<file path="config.mk">
export PLATFORM = sky130hd
export DESIGN_NAME = addsub_serial_flat
export DESIGN_NICKNAME = d
export VERILOG_FILES = /design/src/rtl/addsub_serial_if.sv /design/src/rtl/addsub_serial.sv /design/src/flat_wrapper.sv
export SDC_FILE = /design/constraint.sdc
export NUM_CORES = 1
export LEC_CHECK = 0
export BUFFER_PORTS_ARGS = -buffer_cell sky130_fd_sc_hd__buf_2
export CORE_ASPECT_RATIO = 1.1
export CORE_MARGIN = 8
export CORE_UTILIZATION = 40
export CTS_CLUSTER_SIZE = 12
export DETAILED_ROUTE_END_ITERATION = 16
export PLACE_DENSITY = 0.69
export SETUP_SLACK_MARGIN = 0.02
export SLEW_MARGIN = 20
export SYNTH_ARGS = -nofsm -noshare
export SYNTH_HDL_FRONTEND = slang
export SYNTH_SLANG_ARGS = --single-unit
</file>
<file path="constraint.sdc">
create_clock -name clk -period 1.8 [get_ports clk]
set_input_delay 0.54 -clock clk [delete_from_list [all_inputs] [get_ports clk]]
set_output_delay 0.54 -clock clk [all_outputs]
set_load 0.05 [all_outputs]
</file>
<file path="src/rtl/addsub_serial_if.sv">
// Handshake and data bundle between the calculator control FSM (master)
// and the bit-serial add/subtract unit (slave).
interface addsub_serial_if #(parameter int WIDTH = 4);
  logic             start;
  logic             mode;
  logic [WIDTH-1:0] a_data;
  logic [WIDTH-1:0] b_data;
  logic             busy;
  logic             done;
  logic [WIDTH+1:0] result;
  logic             sign;
  logic [WIDTH:0]   mag;

  modport master (
    output start, mode, a_data, b_data,
    input  busy, done, result, sign, mag
  );

  modport slave (
    input  start, mode, a_data, b_data,
    output busy, done, result, sign, mag
  );
endinterface

</file>
<file path="src/rtl/addsub_serial.sv">
// Bit-serial unsigned add/subtract: one full-adder slice walks WIDTH+2 bits LSB
// first, then publishes a two's-complement word plus sign/magnitude.
module addsub_serial #(
  parameter int WIDTH = 4
) (
  input  logic            clk,
  input  logic            rst_n,
  addsub_serial_if.slave  bus
);

  localparam int RW = WIDTH + 2;
  localparam int CW = $clog2(RW);
  localparam logic [CW-1:0] LAST_BIT = CW'(RW - 1);

  typedef enum logic [1:0] {
    IDLE,
    CALC,
    FIN
  } state_t;

  state_t          state;
  state_t          state_nxt;

  logic [RW-1:0]   a_sr;
  logic [RW-1:0]   b_sr;
  logic [RW-1:0]   res_sr;
  logic [CW-1:0]   cnt;
  logic            carry;
  logic            mode_q;

  logic            b_eff;
  logic            sum_bit;
  logic            carry_nxt;
  logic            last_bit;
  logic [WIDTH:0]  neg_mag;

  logic            done_q;
  logic [RW-1:0]   result_q;
  logic            sign_q;
  logic [WIDTH:0]  mag_q;

  // Operand registers shift in zeros, so the high bits see a=b=0 and b_eff
  // collapses to mode_q, which sign-extends the subtraction.
  assign b_eff     = b_sr[0] ^ mode_q;
  assign sum_bit   = a_sr[0] ^ b_eff ^ carry;
  assign carry_nxt = (a_sr[0] & b_eff) | (a_sr[0] & carry) | (b_eff & carry);
  assign last_bit  = (cnt == LAST_BIT);
  // Low bits of -x depend only on low bits of x, so WIDTH+1 bits suffice.
  assign neg_mag   = -res_sr[WIDTH:0];

  always_ff @(posedge clk or negedge rst_n) begin
    if (!rst_n) state <= IDLE;
    else        state <= state_nxt;
  end

  always_comb begin
    state_nxt = state;
    case (state)
      IDLE:    if (bus.start) state_nxt = CALC;
      CALC:    if (last_bit)  state_nxt = FIN;
      FIN:     state_nxt = IDLE;
      default: state_nxt = IDLE;
    endcase
  end

  always_ff @(posedge clk or negedge rst_n) begin
    if (!rst_n) begin
      a_sr   <= '0;
      b_sr   <= '0;
      res_sr <= '0;
      cnt    <= '0;
      carry  <= 1'b0;
      mode_q <= 1'b0;
    end else begin
      case (state)
        IDLE: if (bus.start) begin
          a_sr   <= RW'(bus.a_data);
          b_sr   <= RW'(bus.b_data);
          mode_q <= bus.mode;
          carry  <= bus.mode;
          cnt    <= '0;
        end
        CALC: begin
          res_sr <= {sum_bit, res_sr[RW-1:1]};
          a_sr   <= {1'b0, a_sr[RW-1:1]};
          b_sr   <= {1'b0, b_sr[RW-1:1]};
          carry  <= carry_nxt;
          cnt    <= cnt + 1'b1;
        end
        default: ;
      endcase
    end
  end

  always_ff @(posedge clk or negedge rst_n) begin
    if (!rst_n) begin
      done_q   <= 1'b0;
      result_q <= '0;
      sign_q   <= 1'b0;
      mag_q    <= '0;
    end else begin
      done_q <= (state == FIN);
      if (state == FIN) begin
        result_q <= res_sr;
        sign_q   <= res_sr[RW-1];
        mag_q    <= res_sr[RW-1] ? neg_mag : res_sr[WIDTH:0];
      end
    end
  end

  assign bus.busy   = (state != IDLE);
  assign bus.done   = done_q;
  assign bus.result = result_q;
  assign bus.sign   = sign_q;
  assign bus.mag    = mag_q;

endmodule

</file>
<file path="src/flat_wrapper.sv">
// flat-port wrapper written by rule: the top's interface ports become plain ports
module addsub_serial_flat 
#(
  parameter int WIDTH = 4
)
  (clk, rst_n, bus_start, bus_mode, bus_a_data, bus_b_data, bus_busy, bus_done, bus_result, bus_sign, bus_mag);
  addsub_serial_if #(.WIDTH(WIDTH)) bus_i ();
  input  logic clk;
  input  logic rst_n;
  input wire logic [$bits(bus_i.start)-1:0] bus_start;
  input wire logic [$bits(bus_i.mode)-1:0] bus_mode;
  input wire logic [$bits(bus_i.a_data)-1:0] bus_a_data;
  input wire logic [$bits(bus_i.b_data)-1:0] bus_b_data;
  output wire logic [$bits(bus_i.busy)-1:0] bus_busy;
  output wire logic [$bits(bus_i.done)-1:0] bus_done;
  output wire logic [$bits(bus_i.result)-1:0] bus_result;
  output wire logic [$bits(bus_i.sign)-1:0] bus_sign;
  output wire logic [$bits(bus_i.mag)-1:0] bus_mag;
  assign bus_i.start = bus_start;
  assign bus_i.mode = bus_mode;
  assign bus_i.a_data = bus_a_data;
  assign bus_i.b_data = bus_b_data;
  assign bus_busy = bus_i.busy;
  assign bus_done = bus_i.done;
  assign bus_result = bus_i.result;
  assign bus_sign = bus_i.sign;
  assign bus_mag = bus_i.mag;
  addsub_serial #(.WIDTH(WIDTH)) u_core (.clk(clk), .rst_n(rst_n), .bus(bus_i));
endmodule
</file>
### Word level (Yosys, flattened, before mapping)

Index checks and enable logic that the tools add are counted.

| operators by class | value |
|---|---|
| multiplexer cells | 12 |
| magnitude comparators | 0 |
| eq/ne operators | 5 |
| $mul | 0 |
| add/subtract/negate cells | 2 |
| reduce and logical (&&, ||, !) cells | 6 |
| div/mod/pow operators | 0 |
| shift-type cells | 0 |
| bitwise operators | 8 |

Operator list:

| cell | count |
|---|---|
| one-hot mux 6 bit (2 select lines) | 2 |
| two-way mux 6 bit | 2 |
| one-hot mux 3 bit (2 select lines) | 1 |
| AND reduction 2 bit | 3 |
| two-way mux 5 bit | 1 |
| negator 5 bit | 1 |
| two-way mux 2 bit | 2 |
| one-hot mux 2 bit (2 select lines) | 1 |
| nonzero test 2 bit | 2 |
| adder 3 x 1 -> 3 bit, second input constant | 1 |
| bitwise AND 1 bit | 3 |
| == test 3 bit, second input constant | 1 |
| two-way mux 3 bit | 1 |
| XOR 1 bit | 3 |
| == test 2 x 1 -> 1 bit, second input constant | 1 |
| == test 2 bit, second input constant | 1 |
| zero test 2 bit | 1 |
| != test 2 x 1 -> 1 bit, second input constant | 1 |
| != test 2 bit, second input constant | 1 |
| OR 1 bit | 2 |
| one-hot mux 1 bit (2 select lines) | 1 |
| two-way mux 1 bit | 1 |

| storage, ports and cells | value |
|---|---|
| register bits after elaboration | 38 |
| bits in read-only memories | 0 |
| input port bits | 12 |
| memories | 0 |
| latch bits | 0 |
| logic and storage cells | 44 |
| output and inout bits | 14 |
| RAM bits | 0 |

### Logic depth before layout (Yosys ltp)

Gate-level depths: netlist of the first run.

| logic depth | value |
|---|---|
| depth after elaboration | 5 |
| gate-level depth with buffers | 5 |
| depth with buffers taken out | 5 |

### Worst setup path before layout of the first run

No wires, ideal clock.

| timing | value |
|---|---|
| kind | reg2reg |
| from | register u_core.res_sr[1] |
| to | register u_core.mag_q[4], in the netlist u_core.bus.mag[4] |
| path buffers | 0 |
| path slack | 0.332 ns |
| data required time | 1.676 ns |
| clock period less this slack | 1.468 ns |
| stages on the path, launching flop included | 6 |
| arrival time | 1.345 ns |
| library setup time | 0.124 ns |
| cells stage by stage | dfrtp_1 -> inv_1 -> ha_1 -> or3b_1 -> and3_1 -> o31a_1 |

| on the way | value |
|---|---|
| longest elaborated chain between the ends | 2 |

RTL lines:

| what | line | source |
|---|---|---|
| start: declaration | addsub_serial.sv:26 | `logic [RW-1:0] res_sr;` |
| start signal: assignment | addsub_serial.sv:84 | `res_sr <= {sum_bit, res_sr[RW-1:1]};` |
| negator 5 bit | addsub_serial.sv:49 | `assign neg_mag = -res_sr[WIDTH:0];` |
| two-way mux 5 bit | addsub_serial.sv:106 | `mag_q <= res_sr[RW-1] ? neg_mag : res_sr[WIDTH:0];` |
| end signal: assignment | addsub_serial.sv:106 |  |
| end: declaration | addsub_serial.sv:40 | `logic [WIDTH:0] mag_q;` |

No other way between the ends.
A chain may end at the register's enable or synchronous reset.

### Final worst setup path of the first run

| timing | value |
|---|---|
| from | register u_core.state[0] |
| to | output bus_busy |

| on the way | value |
|---|---|
| longest elaborated chain between the ends | 1 |

RTL lines:

| what | line | source |
|---|---|---|
| start: declaration | addsub_serial.sv:21 | `state_t state;` |
| start signal: assignment | addsub_serial.sv:53 | `else state <= state_nxt;` |
| nonzero test 2 bit | addsub_serial.sv:111 | `assign bus.busy = (state != IDLE);` |
| end: declaration | flat_wrapper.sv:14 | `output wire logic [$bits(bus_i.busy)-1:0] bus_busy;` |

No other way between the ends.

==> results_dict.tcl, run 1 <==
set metrics [dict create \
    status "finished clean" \
    final_util 0.500 \
    postRouteAntennaNets 0 \
    drv_slew 0 \
    finalSetupViolations 0 \
    synth-xor-area-share 0.0246 \
    pwr-share-clk 0.143 \
    preCtsSetupSlack_ns 0.256 \
    path_class "register to primary output" \
    fin_area_mm2 0.00168 \
    fin_crit_sh 0.953 \
    cts_tree "built" \
    switching_share 0.438 \
    timing.slew.headroom 0.543 \
    globalRoute.totalOverflow 0 \
    wl_um 2590 \
    critPathMaxFanout 2 \
    synth_mux_area_frac 0.0739 \
    power.internal_mw 1.76 \
    fmax_mhz 583 \
    holdWs_ns 0.243 \
    synthCells 135 \
    p_comb_frac 0.471 \
    fin_nets 180 \
    p_seq_frac 0.386 \
    p_sw_mw 1.37 \
    synthAdderAreaFrac 0.0405 \
    grt_max_degree 33 \
    async_flop_share 1.00 \
    hold_path_class "input port to async pin" \
    grt_first_pass_wirelength_um 4350 \
    final.min_clock_period_ns 1.71 \
    fin_ws_ns 0.0850 \
    cts_inserted_buffers 5 \
    end_kind "primary output" \
    vdd_drop_max_mv 0.709 \
    yosysTopAreaCellShare 0.563 \
    rows 22 \
    synth_top_family_by_area "simple AND/OR/NAND/NOR gates" \
    wl_met2_um 1200 \
    drc_errors 0 \
    finalHoldViolCount 0 \
    dieArea_mm2 0.00572 \
    highest_layer "met4" \
    antenna-diode-count 0 \
    cts_hold_buffers 0 \
    crit_slowest_cell "dfrtp_1" \
    first_pass_iters 2 \
    die_w_um 72.8 \
    syn_area_per_cell_um2 10.5 \
    crit_chain "or2_2 -> buf_6" \
    gp_congestion 0.755 \
    drive_gt1_frac 0.274 \
    synth_edf_count 0 \
    syn2layout_area_growth_pct 18.1 \
    stdcell_count 212 \
    dp_hpwl_um 1870 \
    drt_iter0_markers 30 \
    vias_per_cell 4.67 \
    seq_area_frac_synth 0.563 \
    core_mm2 0.00336 \
    p_leak_nw 0.839 \
    powerDensity_mw_per_mm2 1870 \
    netlist_area_mm2 0.00142 \
    start_util 0.423 \
    arrival_ns 1.17 \
    vias 989 \
    critPathBufInv 1 \
    io_buffers 25 \
    worstSkewPairLatency_ns 0.33 \
    post_dp_cell_area_mm2 0.00159 \
    crit_required_ns 1.26 \
    synthFlopType "dfrtp_1" \
    ys_ff_latch 32 \
    yosys_warnings 0 \
    ios 26 \
    clock_path_buffers 2 \
    dp_cells 203 \
    crit_family "flip-flops" \
    grt_use_total 0.0979 \
    finalPower_mw 3.14 \
    critPathMaxStageDelay_ns 0.39 \
    final.setup_skew_ns 0.00261 \
    yosys.area.top_type "dfrtp_1" \
    worstMarginPinSlew_ns 0.685 \
    wl_per_cell_um 12.2 \
    max-cap-violations 0 \
    tns_ns 0 \
    wl_met1_um 1160 \
    grt_pass1_vias 1051 \
    routed-wl-met3_um 171 \
    h-tree-depth 2 \
    die_height_um 78.5 \
    synth_cell_type_count 29 \
    cts.reportedPaths.clkPinSlew_ns 0.09 \
    rsz0062_at_grt "false" \
    synth_compound_area_frac 0.104 \
    synthSimpleGateAreaFrac 0.136 \
    syn-num-nets 151 \
    antenna_found_initial 0 \
    cp-start-kind "register" \
    numClockSinks 32 \
    synth.top_cells.by_area "dfrtp_1, nand2_1, o21ai_0" \
    cts_root_buffer "clkbuf_4" \
]
## routing by layer
metal,vias to the layer above,GRT usage
met5,-,0
met4,0,0.0721
met3,8,0.0407
met2,25,0.157
met1,455,0.0998
li1,501,-
## synth_stat cells (2+ instances only)
library cell,number
clkbuf_1,3
o21ai_0,19
nand3b_1,2
nor2_1,3
inv_1,7
xnor2_1,2
mux2_2,4
nand2b_1,3
ha_1,3
buf_2,3
dfrtp_1,32
xor2_1,2
buf_4,4
nor2b_1,2
nand2_1,27
mux2i_1,6
## power groups by stage
stage               registers [mW]  clock network, mW  logic (mW)
detailed placement            1.25                  0        1.43
floorplan                     1.49                  0       0.849
global placement              1.22                  0        1.40
finish                        1.21              0.450        1.48
CTS                           1.21              0.466        1.48
global route                  1.25              0.488        1.63
## repair_timing
item / in CTS / in global routing
setup endpoints to repair: 1 / 1
resized for setup: 0 / 3
buffers inserted: 2 / 0
## layout by cell type, fill, tap and decap left out, drive strengths merged
master  count
a211o       1
a21o        1
a21oi       1
and3        1
buf        32
clkbuf      7
dfrtp      32
fa          1
ha          3
inv         7
mux2        4
mux2i       6
nand2      27
nand2b      3
nand3b      2
nor2        3
nor2b       2
nor3        1
nor3b       1
o21ai      19
o22ai       1
o311ai      1
o31a        1
o31ai       1
or2         1
or3b        1
xnor2       2
xor2        2
## final timing paths
| check | startpoint | endpoint | slack [ns] | cells after the start |
|---|---|---|---|---|
| min | rst_n | u_core.bus.result[2] | 0.24 | 1 |
| min reg2reg | u_core.bus.result[4] | u_core.bus.result[4] | 0.48 | 2 |
| max | u_core.state[0] | bus_busy | 0.09 | 2 |
| max reg2reg | u_core.res_sr[1] | u_core.bus.mag[4] | 0.24 | 5 |
| max in group asynchronous | rst_n | u_core.res_sr[3] | 1.12 | 1 |
| min in group clk | bus_b_data[3] | u_core.b_sr[3] | 0.42 | 3 |
## sequential cells by signal, summed over array words and instances, names as in the netlist
register           cells
u_core.bus.result      4
u_core.bus.done        1
u_core.res_sr          6
u_core.mode_q          1
u_core.carry           1
u_core.bus.mag         5
u_core.a_sr            4
u_core.b_sr            4
u_core.cnt             3
u_core.state           2
u_core.bus.sign        1
## cell type report
class | count | area, um^2
flip-flops and latches | 32 | 801
repair buffers | 32 | 184
fillers | 339 | 1680
well taps | 48 | 60.1
multi-input cells | 86 | 543
inverters | 7 | 26.3
clock buffers | 7 | 65.1
## logic make-up (layout without fill, tap and decap cells)
family | count (synthesis) | in the layout
AND/OR/NAND/NOR | 42 | 42
flip-flops | 32 | 32
AO/OA/AOI/OAI | 26 | 26
buffers and inverters | 17 | 46
multiplexers | 10 | 10
adder cells (fa/ha/maj) | 4 | 4
XOR/XNOR | 4 | 4
(Power assumes the default switching activity.)
==> run 2: changes to the inputs <==
--- a/config.mk
+++ b/config.mk
@@ -5,13 +5,14 @@
 export SDC_FILE = /design/constraint.sdc
 export NUM_CORES = 1
 export LEC_CHECK = 0
+export ABC_AREA = 1
 export BUFFER_PORTS_ARGS = -buffer_cell sky130_fd_sc_hd__buf_2
 export CORE_ASPECT_RATIO = 1.1
 export CORE_MARGIN = 8
 export CORE_UTILIZATION = 40
 export CTS_CLUSTER_SIZE = 12
 export DETAILED_ROUTE_END_ITERATION = 16
-export PLACE_DENSITY = 0.69
+export PLACE_DENSITY_LB_ADDON = 0.25
 export SETUP_SLACK_MARGIN = 0.02
 export SLEW_MARGIN = 20
 export SYNTH_ARGS = -nofsm -noshare
==> constraint.sdc (replaced) <==
create_clock -name clk -period 1.9 [get_ports clk]
set_input_delay 0.57 -clock clk [delete_from_list [all_inputs] [get_ports clk]]
set_output_delay 0.57 -clock clk [all_outputs]
set_load 0.05 [all_outputs]
==> run 2 against run 1 <==
Net effect:
- sequential share of layout area decreased by 0.63 points
- highest routed layer unchanged
- setup slack improved by 0.17 ns
- routed wire length increased by 7.8%
- count of clock-buffer cells in the layout increased by 1
==> results_dict.tcl, run 2 <==
set metrics [dict create \
    synthCells 174 \
    syn2layout_area_growth_pct 16.8 \
    core_mm2 0.00357 \
    rsz0062_at_grt "false" \
    cp-start-kind "register" \
    reg2reg_slack_ns 0.58 \
    rr_startpoint "u_core.mode_q" \
    drc_errors 0 \
    layout_commonest_cell "nand2_1" \
    crit_slowest_cell "dfrtp_1" \
    nFillCells 374 \
    cts_inserted_buffers 5 \
    io_buffers 25 \
    hold_path_class "input port to async pin" \
    ios 26 \
    syn_area_per_cell_um2 8.37 \
    vias_per_cell 4.46 \
    drive_gt1_frac 0.187 \
    powerDensity_mw_per_mm2 1770 \
    fin_nets 218 \
    rr_worst_depth 4 \
    start_util 0.408 \
    first_pass_iters 4 \
    wl_per_cell_um 11.0 \
    numClockSinks 32 \
    arrival_ns 1.07 \
    end_kind "primary output" \
    fmax_mhz 609 \
    final_util 0.477 \
    critPathMaxStageDelay_ns 0.39 \
    dp_hpwl_um 1960 \
    max-cap-violations 0 \
    postRouteAntennaNets 0 \
    worstMarginPinSlew_ns 0.396 \
    holdWs_ns 0.295 \
    die_height_um 79.3 \
    finalHoldViolCount 0 \
    r2r-end "u_core.carry" \
    async_flop_share 1.00 \
    gp_congestion 0.738 \
    drt_iter0_markers 69 \
    dieArea_mm2 0.00583 \
    seq_area_frac_synth 0.550 \
    cts_root_buffer "clkbuf_8" \
    synth_edf_count 0 \
    worstSkewPairLatency_ns 0.28 \
    regMostFlops "u_core.res_sr" \
    status "finished clean" \
    cts_setup_buffers 0 \
    path_class "register to primary output" \
    layout_common_cells "nand2_1, dfrtp_1, buf_2" \
    p_leak_nw 0.933 \
    ys_ff_latch 32 \
    wl_um 2790 \
    synthTopCellsByCount "nand2_1, dfrtp_1, inv_1" \
    synthFlopType "dfrtp_1" \
    largest_reg_flops 6 \
    final.setup_skew_ns 0.00381 \
    die_w_um 73.5 \
    antenna_found_initial 0 \
    finalSetupViolations 0 \
    clock_path_buffers 2 \
    rows 23 \
    cts_hold_buffers 0 \
    timing.slew.headroom 0.736 \
    crit_required_ns 1.33 \
    fin_crit_sh 0.865 \
    drv_slew 0 \
    synth_cell_type_count 19 \
    tns_ns 0 \
    final.min_clock_period_ns 1.64 \
    synth.most_common_cell "nand2_1" \
    cts.reportedPaths.clkPinSlew_ns 0.06 \
    synth.top_cells.by_area "dfrtp_1, nand2_1, o21ai_0" \
    yosysTopAreaCellShare 0.550 \
    yosys_warnings 0 \
    antenna-diode-count 0 \
    cts_resized 0 \
    yosys.area.top_type "dfrtp_1" \
    grt_max_degree 33 \
    grt_pass1_vias 1090 \
    critPathMaxFanout 3 \
    vias 1129 \
    syn-num-nets 190 \
    cts_tree "built" \
    grt_first_pass_wirelength_um 4770 \
    crit_chain "inv_1 -> nand2_1 -> buf_2" \
    vdd_drop_max_mv 0.827 \
    h-tree-depth 2 \
    grt_use_total 0.106 \
    globalRoute.totalOverflow 0 \
    netlist_area_mm2 0.00146 \
]
run 2: cell families (layout without fill, tap and decap cells):
| group | after synthesis | after routing | synth area share |
|---|---|---|---|
| buffers and inverters | 23 | 52 | 0.0765 |
| AND/OR/NAND/NOR | 95 | 95 | 0.257 |
| XOR/XNOR | 2 | 2 | 0.0120 |
| flip-flops | 32 | 32 | 0.550 |
| AO/OA/AOI/OAI | 18 | 18 | 0.0653 |
| adder cells (fa/ha/maj) | 4 | 4 | 0.0395 |
run 2: worst max-delay path by stage:
stage | startpoint | to | slack [ns] | cells after the start
6_report | u_core.state[0] | bus_busy | 0.26 | 3
5_1_grt | u_core.state[0] | bus_busy | 0.20 | 3
4_1_cts | u_core.state[0] | bus_busy | 0.24 | 3
3_5_place_dp | u_core.state[0] | bus_busy | 0.55 | 3
3_3_place_gp | u_core.state[0] | bus_busy | 0.57 | 3
2_1_floorplan | u_core.bus.mag[0] | bus_result[0] | 0.43 | 1
run 2: metrics by stage:
step | total power [mW] | cell area (um^2) | cells | setup slack [ns]
after floorplan | 2.24 | 1460 | 174 | 0.426
after global placement | 2.49 | 1610 | 245 | 0.566
after detailed placement | 2.52 | 1610 | 245 | 0.549
after CTS | 3.06 | 1700 | 253 | 0.240
after global routing | 3.28 | 1700 | 253 | 0.201
final | 3.02 | 1700 | 253 | 0.257
run 2: worst max-delay path: cells and delay by family, from the launching register on:
| kind | cells | cell delay, ns |
|---|---|---|
| buffers and inverters | 2 | 0.34 |
| flip-flops | 1 | 0.39 |
| AND/OR/NAND/NOR | 1 | 0.06 |
run 2: layer usage:
metal  up-vias  GRT usage  part of all wire
met4         0     0.0660             0.034
met5         -          0                 0
met2        36      0.161              0.43
li1        589          -                 -
met1       496      0.122              0.45
met3         8     0.0441             0.082
run 2: final cells by class:
| cell class | instances | area [um^2] | share of cell area |
|---|---|---|---|
| multi-input combinational | 119 | 544 | 0.320 |
| timing repair buffer | 27 | 140 | 0.0824 |
| inverter | 17 | 63.8 | 0.0375 |
| sequential | 32 | 801 | 0.471 |
| clock buffer | 8 | 90.1 | 0.0529 |
| tap | 50 | 62.6 | 0.0368 |
run 2: report_power, final:
group | internal, mW | total [mW] | switching [mW] | leakage (nW)
Combinational | 0.384 | 1.34 | 0.958 | 0.475
Sequential | 0.959 | 1.15 | 0.191 | 0.413
Clock | 0.295 | 0.527 | 0.232 | 0.0455
==> run 3: changes to the inputs <==
--- a/config.mk
+++ b/config.mk
@@ -5,7 +5,6 @@
 export SDC_FILE = /design/constraint.sdc
 export NUM_CORES = 1
 export LEC_CHECK = 0
-export ABC_AREA = 1
 export BUFFER_PORTS_ARGS = -buffer_cell sky130_fd_sc_hd__buf_2
 export CORE_ASPECT_RATIO = 1.1
 export CORE_MARGIN = 8
==> run 3 against run 2 <==
Net effect:
- clock skew rose by 0.011 ns
- cell area fell by 1.1%
- routed wire length fell by 8.0%
- non-clock buffer count rose by 2
- global-route usage fell by 0.52 points
- critical path depth fell by 1
- via count fell by 10%
- sequential cell count did not move
- clock power rose by 9.7%
==> results_dict.tcl, run 3 (synthesized netlist as in run 1, its figures left out) <==
set metrics [dict create \
    status "finished clean" \
    end_kind "primary output" \
    core_mm2 0.00336 \
    path_class "register to primary output" \
    p_leak_nw 0.836 \
    cp-start-kind "register" \
    clock_path_buffers 2 \
    cts_inserted_buffers 5 \
    first_pass_iters 4 \
    reg2reg_slack_ns 0.29 \
    finalSetupViolations 0 \
    drt_iter0_markers 51 \
    fin_nets 177 \
    critPathMaxFanout 6 \
    rsz0062_at_grt "false" \
    die_w_um 72.8 \
    vdd_drop_max_mv 0.636 \
    antenna_found_initial 0 \
    grt_first_pass_wirelength_um 4570 \
    globalRoute.totalOverflow 0 \
    crit_required_ns 1.33 \
    dp_hpwl_um 1850 \
    largest_reg_flops 6 \
    fin_crit_sh 0.954 \
    antenna-diode-count 0 \
    regMostFlops "u_core.res_sr" \
    numClockSinks 32 \
    worstSkewPairLatency_ns 0.33 \
    final.min_clock_period_ns 1.81 \
    cts.reportedPaths.clkPinSlew_ns 0.10 \
    cts_tree "built" \
    drive_gt1_frac 0.265 \
    drc_errors 0 \
    grt_max_degree 33 \
    grt_use_total 0.101 \
    holdWs_ns 0.275 \
    vias 1016 \
    max-cap-violations 0 \
    gp_congestion 0.699 \
    wl_um 2570 \
    tns_ns 0 \
    layout_commonest_cell "dfrtp_1" \
    rows 22 \
    dieArea_mm2 0.00572 \
    wl_per_cell_um 12.2 \
    cts_root_buffer "clkbuf_4" \
    start_util 0.423 \
    die_height_um 78.5 \
    finalHoldViolCount 0 \
    arrival_ns 1.24 \
    layout_common_cells "dfrtp_1, nand2_1, buf_2" \
    drv_slew 0 \
    timing.slew.headroom 0.530 \
    powerDensity_mw_per_mm2 1820 \
    syn2layout_area_growth_pct 18.4 \
    vias_per_cell 4.84 \
    rr_worst_depth 5 \
    hold_path_class "input port to async pin" \
    postRouteAntennaNets 0 \
    ios 26 \
    io_buffers 25 \
    h-tree-depth 2 \
    grt_pass1_vias 1037 \
    final.setup_skew_ns 0.0152 \
    fmax_mhz 551 \
    worstMarginPinSlew_ns 0.705 \
]
-- run 3: cell types whose count changed in the layout (fill, tap and decap cells not counted), moves of 6 or more --
cell and change:
nand3_1 -7, nor2_1 -9, mux2i_1 +6, inv_1 -9, nand2_1 -45
-- run 3: area by class of cell --
type	instances	area (um^2)
well taps	48	60.1
clock inverters	1	30.0
multi-input cells	86	543
fillers	334	1680
flip-flops and latches	32	801
clock buffers	7	65.1
repair buffers	29	158
inverters	7	26.3
-- run 3: worst paths after layout --
path	from	to
max	u_core.state[0]	bus_busy
min	rst_n	u_core.res_sr[5]
max reg2reg	u_core.res_sr[1]	u_core.bus.mag[4]
min reg2reg	u_core.bus.mag[2]	u_core.bus.mag[2]
max in group asynchronous	rst_n	u_core.res_sr[4]
min in group clk	bus_b_data[3]	u_core.b_sr[3]
-- run 3: power breakdown --
part | total (mW) | internal (mW) | switching (mW) | leakage, nW
sequential | 1.15 | 0.961 | 0.187 | 0.414
clock | 0.578 | 0.349 | 0.229 | 0.0515
combinational | 1.34 | 0.468 | 0.876 | 0.370
total | 3.07 | 1.78 | 1.29 | 0.836
-- run 3: per-stage QoR --
| step | power, mW | cells | worst slack [ns] | utilization | cell area [um^2] |
|---|---|---|---|---|---|
| floorplan | 2.22 | 135 | 0.427 | - | 1420 |
| global placement | 2.45 | 201 | 0.395 | 0.470 | 1580 |
| detailed placement | 2.52 | 201 | 0.323 | 0.470 | 1580 |
| CTS | 3.10 | 209 | 0.0288 | 0.498 | 1670 |
| global route | 3.32 | 210 | 0.0331 | 0.501 | 1680 |
| finish | 3.07 | 210 | 0.0867 | 0.501 | 1680 |
-- run 3: timing repair --
action	CTS	global route
endpoints found under the setup margin	0	1
buffers inserted	0	1
hold buffers	0	0
endpoints found under the hold margin	0	0
gates resized for setup	0	2
-- run 3: routing by layer --
layer  up-vias  routed length, um  GRT usage
li1        500                  -          -
met1       480               1070      0.108
met2        29               1220      0.166
met3         7                232     0.0508
met4         0                 48     0.0421
met5         -                  0          0
-- run 3: critical path, stage by stage, from the launching register on --
cell and delay (ns):
dfrtp_1 0.42, or2_2 0.30, buf_4 0.19
